===== src/rtl/bt_pkg.sv =====
// Balanced-ternary shared definitions.
// Trit encoding: 2'b01 = +1, 2'b10 = -1, 2'b11 = 0, 2'b00 = invalid.
// Provides the trit type, code constants, controller state enum, and
// helpers to negate a trit and turn a trit into a small signed value.
package bt_pkg;

    typedef logic [1:0] trit_t;

    localparam trit_t TRIT_POS  = 2'b01;
    localparam trit_t TRIT_NEG  = 2'b10;
    localparam trit_t TRIT_ZERO = 2'b11;
    localparam trit_t TRIT_BAD  = 2'b00;

    typedef enum logic [1:0] {
        IDLE = 2'b00,
        RUN  = 2'b01,
        DONE = 2'b10
    } state_t;

    // Negation swaps +1/-1. Zero and the invalid code both become a clean zero.
    function automatic trit_t trit_negate(input trit_t t);
        trit_t r;
        case (t)
            TRIT_POS: r = TRIT_NEG;
            TRIT_NEG: r = TRIT_POS;
            default:  r = TRIT_ZERO;
        endcase
        return r;
    endfunction

    // Arithmetic value of a trit. The invalid code counts as zero.
    function automatic logic signed [2:0] trit_value(input trit_t t);
        logic signed [2:0] v;
        case (t)
            TRIT_POS: v = 3'sb001;
            TRIT_NEG: v = 3'sb111;
            default:  v = 3'sb000;
        endcase
        return v;
    endfunction

endpackage


===== src/rtl/bt_full_sub.sv =====
// One-trit balanced-ternary subtractor (combinational).
// Ports: x, y   - minuend / subtrahend trits
//        bin    - incoming borrow/carry trit
//        d      - difference trit
//        bout   - outgoing borrow/carry trit, with x - y + bin = 3*bout + d
//        bad    - x or y carries the invalid code (treated as zero)
module bt_full_sub
    import bt_pkg::*;
(
    input  trit_t x,
    input  trit_t y,
    input  trit_t bin,
    output trit_t d,
    output trit_t bout,
    output logic  bad
);

    logic signed [2:0] sum_s;

    // Sum in [-3, 3], then fold into a digit and a carry trit.
    always_comb begin
        sum_s = trit_value(x) + trit_value(trit_negate(y)) + trit_value(bin);
        d     = TRIT_ZERO;
        bout  = TRIT_ZERO;
        case (sum_s)
            3'sb011: begin d = TRIT_ZERO; bout = TRIT_POS;  end // +3
            3'sb010: begin d = TRIT_NEG;  bout = TRIT_POS;  end // +2
            3'sb001: begin d = TRIT_POS;  bout = TRIT_ZERO; end // +1
            3'sb000: begin d = TRIT_ZERO; bout = TRIT_ZERO; end //  0
            3'sb111: begin d = TRIT_NEG;  bout = TRIT_ZERO; end // -1
            3'sb110: begin d = TRIT_POS;  bout = TRIT_NEG;  end // -2
            3'sb101: begin d = TRIT_ZERO; bout = TRIT_NEG;  end // -3
            default: begin d = TRIT_ZERO; bout = TRIT_ZERO; end
        endcase
        bad = (x == TRIT_BAD) || (y == TRIT_BAD);
    end

endmodule


===== src/rtl/bta_serial_sub.sv =====
// Trit-serial balanced-ternary subtractor: d = x - y, LS trit first.
// Ports: clk, rst (async active-high)
//        in_valid/in_ready  - operand handshake (x, y, NTRITS trits each)
//        out_valid/out_ready - result handshake
//        d   - NTRITS+1 trit difference, top trit is the final carry
//        err - an invalid trit code was present in the accepted operands
module bta_serial_sub
    import bt_pkg::*;
#(
    parameter int NTRITS = 4
)
(
    input  logic                    clk,
    input  logic                    rst,
    input  logic                    in_valid,
    output logic                    in_ready,
    input  logic [2*NTRITS-1:0]     x,
    input  logic [2*NTRITS-1:0]     y,
    output logic                    out_valid,
    input  logic                    out_ready,
    output logic [2*(NTRITS+1)-1:0] d,
    output logic                    err
);

    localparam int IDX_W  = (NTRITS > 1) ? $clog2(NTRITS) : 1;
    localparam int XSEL_W = $clog2(2 * NTRITS);
    localparam int DSEL_W = $clog2(2 * (NTRITS + 1));
    localparam logic [IDX_W-1:0] IDX_LAST = IDX_W'(NTRITS - 1);

    state_t                    state_r;
    logic [2*NTRITS-1:0]       x_r;
    logic [2*NTRITS-1:0]       y_r;
    trit_t                     carry_r;
    logic [IDX_W-1:0]          idx_r;
    logic [2*(NTRITS+1)-1:0]   d_r;
    logic                      err_r;
    logic                      in_ready_r;
    logic                      out_valid_r;

    logic [XSEL_W-1:0]         x_sel_s;
    logic [DSEL_W-1:0]         d_sel_s;
    trit_t                     fs_x_s;
    trit_t                     fs_y_s;
    trit_t                     fs_d_s;
    trit_t                     fs_bout_s;
    logic                      fs_bad_s;
    logic                      in_bad_s;

    // Scan incoming operands for invalid codes so err is known at accept.
    always_comb begin
        in_bad_s = 1'b0;
        for (int i = 0; i < NTRITS; i++) begin
            if ((x[2*i +: 2] == TRIT_BAD) || (y[2*i +: 2] == TRIT_BAD)) begin
                in_bad_s = 1'b1;
            end else begin
                in_bad_s = in_bad_s;
            end
        end
    end

    // Select the operand trits for the current position.
    always_comb begin
        x_sel_s = XSEL_W'({idx_r, 1'b0});
        d_sel_s = DSEL_W'({idx_r, 1'b0});
        fs_x_s  = x_r[x_sel_s +: 2];
        fs_y_s  = y_r[x_sel_s +: 2];
    end

    bt_full_sub u_full_sub (
        .x    (fs_x_s),
        .y    (fs_y_s),
        .bin  (carry_r),
        .d    (fs_d_s),
        .bout (fs_bout_s),
        .bad  (fs_bad_s)
    );

    // Controller: accept, one trit per cycle, then hold the result until taken.
    always_ff @(posedge clk or posedge rst) begin
        if (rst) begin
            state_r     <= IDLE;
            x_r         <= {NTRITS{TRIT_ZERO}};
            y_r         <= {NTRITS{TRIT_ZERO}};
            carry_r     <= TRIT_ZERO;
            idx_r       <= {IDX_W{1'b0}};
            d_r         <= {(NTRITS+1){TRIT_ZERO}};
            err_r       <= 1'b0;
            in_ready_r  <= 1'b1;
            out_valid_r <= 1'b0;
        end else begin
            case (state_r)
                IDLE: begin
                    if (in_valid && in_ready_r) begin
                        x_r        <= x;
                        y_r        <= y;
                        carry_r    <= TRIT_ZERO;
                        idx_r      <= {IDX_W{1'b0}};
                        d_r        <= {(NTRITS+1){TRIT_ZERO}};
                        err_r      <= in_bad_s;
                        in_ready_r <= 1'b0;
                        state_r    <= RUN;
                    end
                end
                RUN: begin
                    d_r[d_sel_s +: 2] <= fs_d_s;
                    carry_r           <= fs_bout_s;
                    // Redundant with the accept-time scan; keeps err tied to the
                    // same per-trit check the arithmetic sees.
                    err_r             <= err_r | fs_bad_s;
                    if (idx_r == IDX_LAST) begin
                        d_r[2*NTRITS +: 2] <= fs_bout_s;
                        idx_r              <= {IDX_W{1'b0}};
                        out_valid_r        <= 1'b1;
                        state_r            <= DONE;
                    end else begin
                        idx_r <= idx_r + IDX_W'(1'b1);
                    end
                end
                DONE: begin
                    if (out_ready) begin
                        out_valid_r <= 1'b0;
                        in_ready_r  <= 1'b1;
                        state_r     <= IDLE;
                    end
                end
                default: begin
                    out_valid_r <= 1'b0;
                    in_ready_r  <= 1'b1;
                    state_r     <= IDLE;
                end
            endcase
        end
    end

    assign in_ready  = in_ready_r;
    assign out_valid = out_valid_r;
    assign d         = d_r;
    assign err       = err_r;

endmodule


===== config.mk =====
export PLATFORM = sky130hd
export DESIGN_NAME = bta_serial_sub
export DESIGN_NICKNAME = d
export VERILOG_FILES = /design/src/rtl/bt_pkg.sv /design/src/rtl/bt_full_sub.sv /design/src/rtl/bta_serial_sub.sv
export SDC_FILE = /design/constraint.sdc
export NUM_CORES = 1
export LEC_CHECK = 0
export CAP_MARGIN = 25
export CORE_MARGIN = 2
export CORE_UTILIZATION = 29
export CTS_CLUSTER_DIAMETER = 50
export CTS_CLUSTER_SIZE = 24
export DETAILED_ROUTE_END_ITERATION = 6
export PLACE_DENSITY = 0.51
export SLEW_MARGIN = 15
export SYNTH_ARGS = -nofsm -noshare
export SYNTH_HDL_FRONTEND = slang
export SYNTH_SLANG_ARGS = --single-unit

===== constraint.sdc =====
create_clock -name clk -period 6.1 [get_ports clk]
set_input_delay 1.22 -clock clk [delete_from_list [all_inputs] [get_ports clk]]
set_output_delay 1.22 -clock clk [all_outputs]
set_load 0.02 [all_outputs]

Word-level counts from Yosys, hierarchy flattened. Cells that the tools add are included.

Bitwise operators: 3. Add/sub/neg operators: 4. Eq/ne operators: 20. Reduce and logical (&&, ||, !) cells: 27. Shift operators: 4. Mux-type cells: 31.

Operator list (count): zero test 2 bit (11); one-hot mux 10 bit (2 select lines) (1); one-hot mux 2 bit (2 select lines) (5); one-hot mux 3 bit (2 select lines) (3); variable part select 8 x 4 -> 2 bit (2); two-way mux 2 bit (7); equality test 2 bit, second input constant (6); bitwise mux 10 bit (1); equality test 2 x 1 -> 1 bit, second input constant (5); two-way mux 10 bit (1); variable shift 2 x 6 -> 10 bit, first input constant (1); variable part select 2 x 6 -> 10 bit (1); equality test 3 bit, second input constant (3); two-way mux 1 bit (9); AND reduction 3 bit (3); OR reduction 2 bit (4); adder 3 bit (2); equality test 3 x 2 -> 1 bit, second input constant (2); inequality test 2 bit, second input constant (3); negator 3 -> 6 bit (1); one-hot mux 1 bit (3 select lines) (2); one-hot mux 2 bit (3 select lines) (1); logical OR 1 bit (5); AND reduction 2 bit (2); 7 further kinds (8).

Input port bits: 20. Bits in registers: 35. Word-level logic and storage cells: 98. Output and inout port bits: 13.

Logic depth before layout (Yosys ltp).
Depth after elaboration: 14. Mapped depth: 12. Depth with buffers taken out: 11.

Cells and area by module. From an unflattened synthesis, not the netlist that was laid out.

Cell total of the unflattened synthesis: 202. Area, all modules: 1969.4 µm².

By module, submodules not included: bta_serial_sub (cells each 177, seq. area each 912.1 µm², area an instance 1750.4 µm², times used 1); bt_full_sub (cells each 25, seq. area each 0.0 µm², area an instance 219.0 µm², times used 1).

Worst setup path after synthesis. No wires, ideal clock.

Path kind: register to register. From: register idx_r[0]. To: register d_r[8], in the netlist d[8]. Clock period less this slack: 3.039 ns. Stages on the path, launching flop included: 13. Setup slack: 3.061 ns. Arrival: 2.951 ns. Path buffers: 1. Library setup time: 0.089 ns. Required time: 6.011 ns. Cells stage by stage: dfrtp_1 > buf_2 > mux4_2 > inv_1 > ha_1 > inv_1 > fa_1 > inv_1 > ha_1 > xnor3_2 > or3_1 > a31oi_1 > o31ai_1.

Word-level cells in the longest chain between the ends: 14. Elaborated cells between the ends (all ways): 32. Classes of those cells: 3 x add/sub; 13 x eq/ne; 4 x shift; 8 x mux; 4 x reduce/logical.

RTL lines: start, declared (line bta_serial_sub.sv:34) `logic [IDX_W-1:0] idx_r;`; start signal, assigned (line bta_serial_sub.sv:85) `idx_r <= {IDX_W{1'b0}};`; start signal, assigned (line bta_serial_sub.sv:97) `idx_r <= {IDX_W{1'b0}};`; start signal, assigned (line bta_serial_sub.sv:112) `idx_r <= {IDX_W{1'b0}};`; variable part select 8 x 4 -> 2 bit (line bta_serial_sub.sv:66) `fs_y_s = y_r[x_sel_s +: 2];`; equality test 2 bit / equality test 2 x 1 -> 1 bit (equally long branches) (line bt_pkg.sv:23) `case (t)`; one-hot mux 2 bit (2 select lines) (line bt_pkg.sv:23); equality test 2 bit / equality test 2 x 1 -> 1 bit (equally long branches) (line bt_pkg.sv:34) `case (t)`; one-hot mux 3 bit (2 select lines) (line bt_pkg.sv:34); adder 3 bit (2 in series) (line bt_full_sub.sv:22) `sum_s = trit_value(x) + trit_value(trit_negate(y)) + trit_value(bin);`; equality test 3 x 1 -> 1 bit (tied with other cells) (line bt_full_sub.sv:25) `case (sum_s)`; OR reduction 2 bit (no line); one-hot mux 2 bit (2 select lines) (line bt_full_sub.sv:25); variable part select 2 x 6 -> 10 bit (line bta_serial_sub.sv:105) `d_r[d_sel_s +: 2] <= fs_d_s;`; bitwise mux 10 bit (line bta_serial_sub.sv:105); two-way mux 2 bit * (line bta_serial_sub.sv:110) `if (idx_r == IDX_LAST) begin`; one-hot mux 10 bit (2 select lines) * (line bta_serial_sub.sv:91) `case (state_r)`; end signal, assigned (line bta_serial_sub.sv:98) `d_r <= {(NTRITS+1){TRIT_ZERO}};`; end signal, assigned by index (line bta_serial_sub.sv:105); end signal, assigned by index (line bta_serial_sub.sv:111) `d_r[2*NTRITS +: 2] <= fs_bout_s;`; end, declared (line bta_serial_sub.sv:35) `logic [2*(NTRITS+1)-1:0] d_r;`.

Mark *: on every way between the ends. The rest lies on a longest branch, timed or not. A chain may end at the register's enable or synchronous reset.

Worst setup path in the final report. Same ends and word-level chain as after synthesis.

==> flow_summary.yaml <==
run_status:
  status: "complete, no violations"
route:
  detail-route-antenna-nets: 0
  first_pass_iters: 4
  drt_iter0_drc: 42
  vias: 1518
  routedWlPerCell_um: 13.09
  routed_wl_um: 4138
  avgViaCountPerCell: 4.804
  drc: 0
clock_tree:
  clock_sinks: 35
  clkLatencyLatePin_ns: 0.29
  cts_setup_buffers: 0
  cts_tree: "done"
  cts_root_buffer: "clkbuf_8"
  ctsHoldBuffers: 0
  postCtsResizedCells: 0
  numCtsBuffers: 5
  clkTransAtPathRegs_ns: 0.08
  htree_levels: 2
  cts_max_path_buffers: 2
synthesis:
  yosys_warnings: 0
  netlist_area_mm2: 0.001924
  synth_ff_type: "dfstp_2"
  netlist_top_cells_area: "dfstp_2 40%, nand2_1 11%, dfrtp_1 7.8%"
  netlist_instances: 205
  syn_nets: 237
  synth-seq-area-share: 0.4740
  synth_top_cell_area_share: 0.3960
  synthArstFlopShare: 1.000
  ys_seq_elements: 35
  yosys.area.top_type: "dfstp_2"
  synth_edf_count: 0
  synth.distinct_cells: 34
  avgSynthCellArea_um2: 9.387
global_routing:
  grtUsageTotal: 0.1227
  overflow: 0
  grt_max_degree: 36
  grt_pass1_wl_um: 7162
  grt_pass1_vias: 1516
  antenna_found_initial: 0
setup_path:
  crit_path_start_kind: "flip-flop"
  r2r-end: "d[8]$_DFFE_PP1P_"
  arrival_ns: 3.50
  crit_required_ns: 6.31
  path_class: "reg -> reg"
  reg2reg_depth: 11
  r2r_start: "idx_r[0]$_DFFE_PP0P_"
  crit_path_max_fanout: 13
  r2r_slack_ns: 2.81
  setup.worst_path.start: "idx_r[0]$_DFFE_PP0P_"
  cp-end-kind: "flip-flop"
floorplan:
  dieArea_mm2: 0.007303
  rows: 29
  start_util: 0.3013
  die_y_um: 85.46
  core_area_mm2: 0.006386
  dieWidth_um: 85.46
  ios: 33
timing:
  setup_tns_ns: 0
  finalCriticalPeriod_ns: 3.293
  rsz0062_at_grt: "false"
  setup-violations-final: 0
  period_share: 0.5399
  finClkSkew_ns: 0.007514
  clock.fmax_mhz: 303.6
  finalMaxSlewViolations: 0
  tightest_slew_ns: 0.7719
  relSlewSlack: 0.4843
  hold_violations: 0
placed_design:
  hpwl_um: 3011
  gp_congestion: 0.7536
  port_buffers: 32
hold_path:
  hold_depth: 2
  hold_path_end: "y_r[0]$_DFFE_PP1P_"
  hold_path_startpoint: "y_r[0]$_DFFE_PP1P_"
  worstHoldPathType: "reg -> reg"
flow_run:
  cap_viol_max_count: 0
cells_and_area:
  insertedDiodeCount: 0
  syn_to_final_growth_pct: 24.84
  drive_gt1_frac: 0.1799
  final_nets: 270
==> flip-flops by register name, summed over array words and instances (netlist names) <==
signal / flops
d: 10
x_r: 8
state_r: 2
carry_r: 2
in_ready: 1
idx_r: 2
y_r: 8
out_valid: 1
err: 1
==> worst max-delay path: stages (launching register included) <==
cell and delay [ns]:
dfrtp_1 0.68, mux4_2 0.57, inv_1 0.08, ha_1 0.14, inv_1 0.05, fa_1 0.52, inv_1 0.05, ha_1 0.19
xnor3_2 0.32, or3_1 0.33, a31oi_1 0.19, o31ai_1 0.09
==> Yosys cell counts (4+ instances only) <==
| library cell | n |
|---|---|
| nand2_1 | 55 |
| dfstp_2 | 29 |
| inv_1 | 18 |
| nor2_1 | 13 |
| o21ai_0 | 13 |
| ha_1 | 10 |
| o22ai_1 | 8 |
| dfrtp_1 | 6 |
| buf_2 | 4 |
| mux4_2 | 4 |
| o31ai_1 | 4 |
==> cells by family (layout without fill, tap and decap cells) <==
logic type	Yosys count	count (layout)	synth area share
mux	5	5	0.05202
xor+xnor	2	2	0.01690
fa+ha+maj	12	12	0.08583
buf+inv	25	59	0.05136
compound gates	37	37	0.1177
simple gates	89	89	0.2022
flops	35	35	0.4740
==> placed cells by master (no fill, tap or decap), types with 3 or more instances in the layout <==
cell,instances
a21o_1,3
a21oi_1,3
a31oi_1,3
and2_1,3
clkbuf_8,5
clkdlybuf4s50_1,32
dfrtp_1,6
dfstp_2,29
ha_1,10
inv_1,18
mux4_2,4
nand2_1,55
nor2_1,13
nor2b_1,3
nor3_1,3
o21ai_0,13
o22ai_1,8
o31ai_1,4
==> worst max path at each step <==
| stage | to | slack, ns | depth (start not counted) |
|---|---|---|---|
| floorplan | d[8]$_DFFE_PP1P_ | 3.06 | 12 |
| global placement | d[8]$_DFFE_PP1P_ | 2.82 | 11 |
| detailed placement | d[5]$_DFFE_PP1P_ | 2.74 | 10 |
| CTS | d[7]$_DFFE_PP1P_ | 2.73 | 10 |
| global route | d[3]$_DFFE_PP1P_ | 2.47 | 10 |
| finish | d[8]$_DFFE_PP1P_ | 2.81 | 11 |
==> routing by layer <==
metal  GRT usage  up-vias  share of wire
li1            -      755              -
met1      0.1725      736           0.49
met2      0.1889       20           0.48
met3     0.02335        7          0.023
met4     0.04329        0          0.016
met5           0        -              0
==> per-stage QoR <==
step / utilization / cell area, um^2 / worst slack (ns) / hold slack [ns] / instances
final: 0.3762 / 2402 / 2.807 / 0.4602 / 316
after global routing: 0.3762 / 2402 / 2.465 / 0.4713 / 316
after CTS: 0.3762 / 2402 / 2.728 / 0.4611 / 316
after detailed placement: 0.3629 / 2317 / 2.743 / 0.4482 / 308
after global placement: 0.3629 / 2317 / 2.823 / 0.4488 / 308
after floorplan: - / 1924 / 3.061 / 0.4370 / 205
==> cell type report <==
cell class	instances	area (um^2)
Fill cell	656	3984
Multi-Input combinational cell	145	913.4
Sequential cell	35	912.1
Timing Repair Buffer	33	327.8
Tap cell	77	96.34
Clock buffer	6	72.57
Inverter	18	67.56
Clock inverter	2	12.51
Power is not shown: default switching activity piles up to over one toggle a cycle in this logic, so the estimate is an artifact.
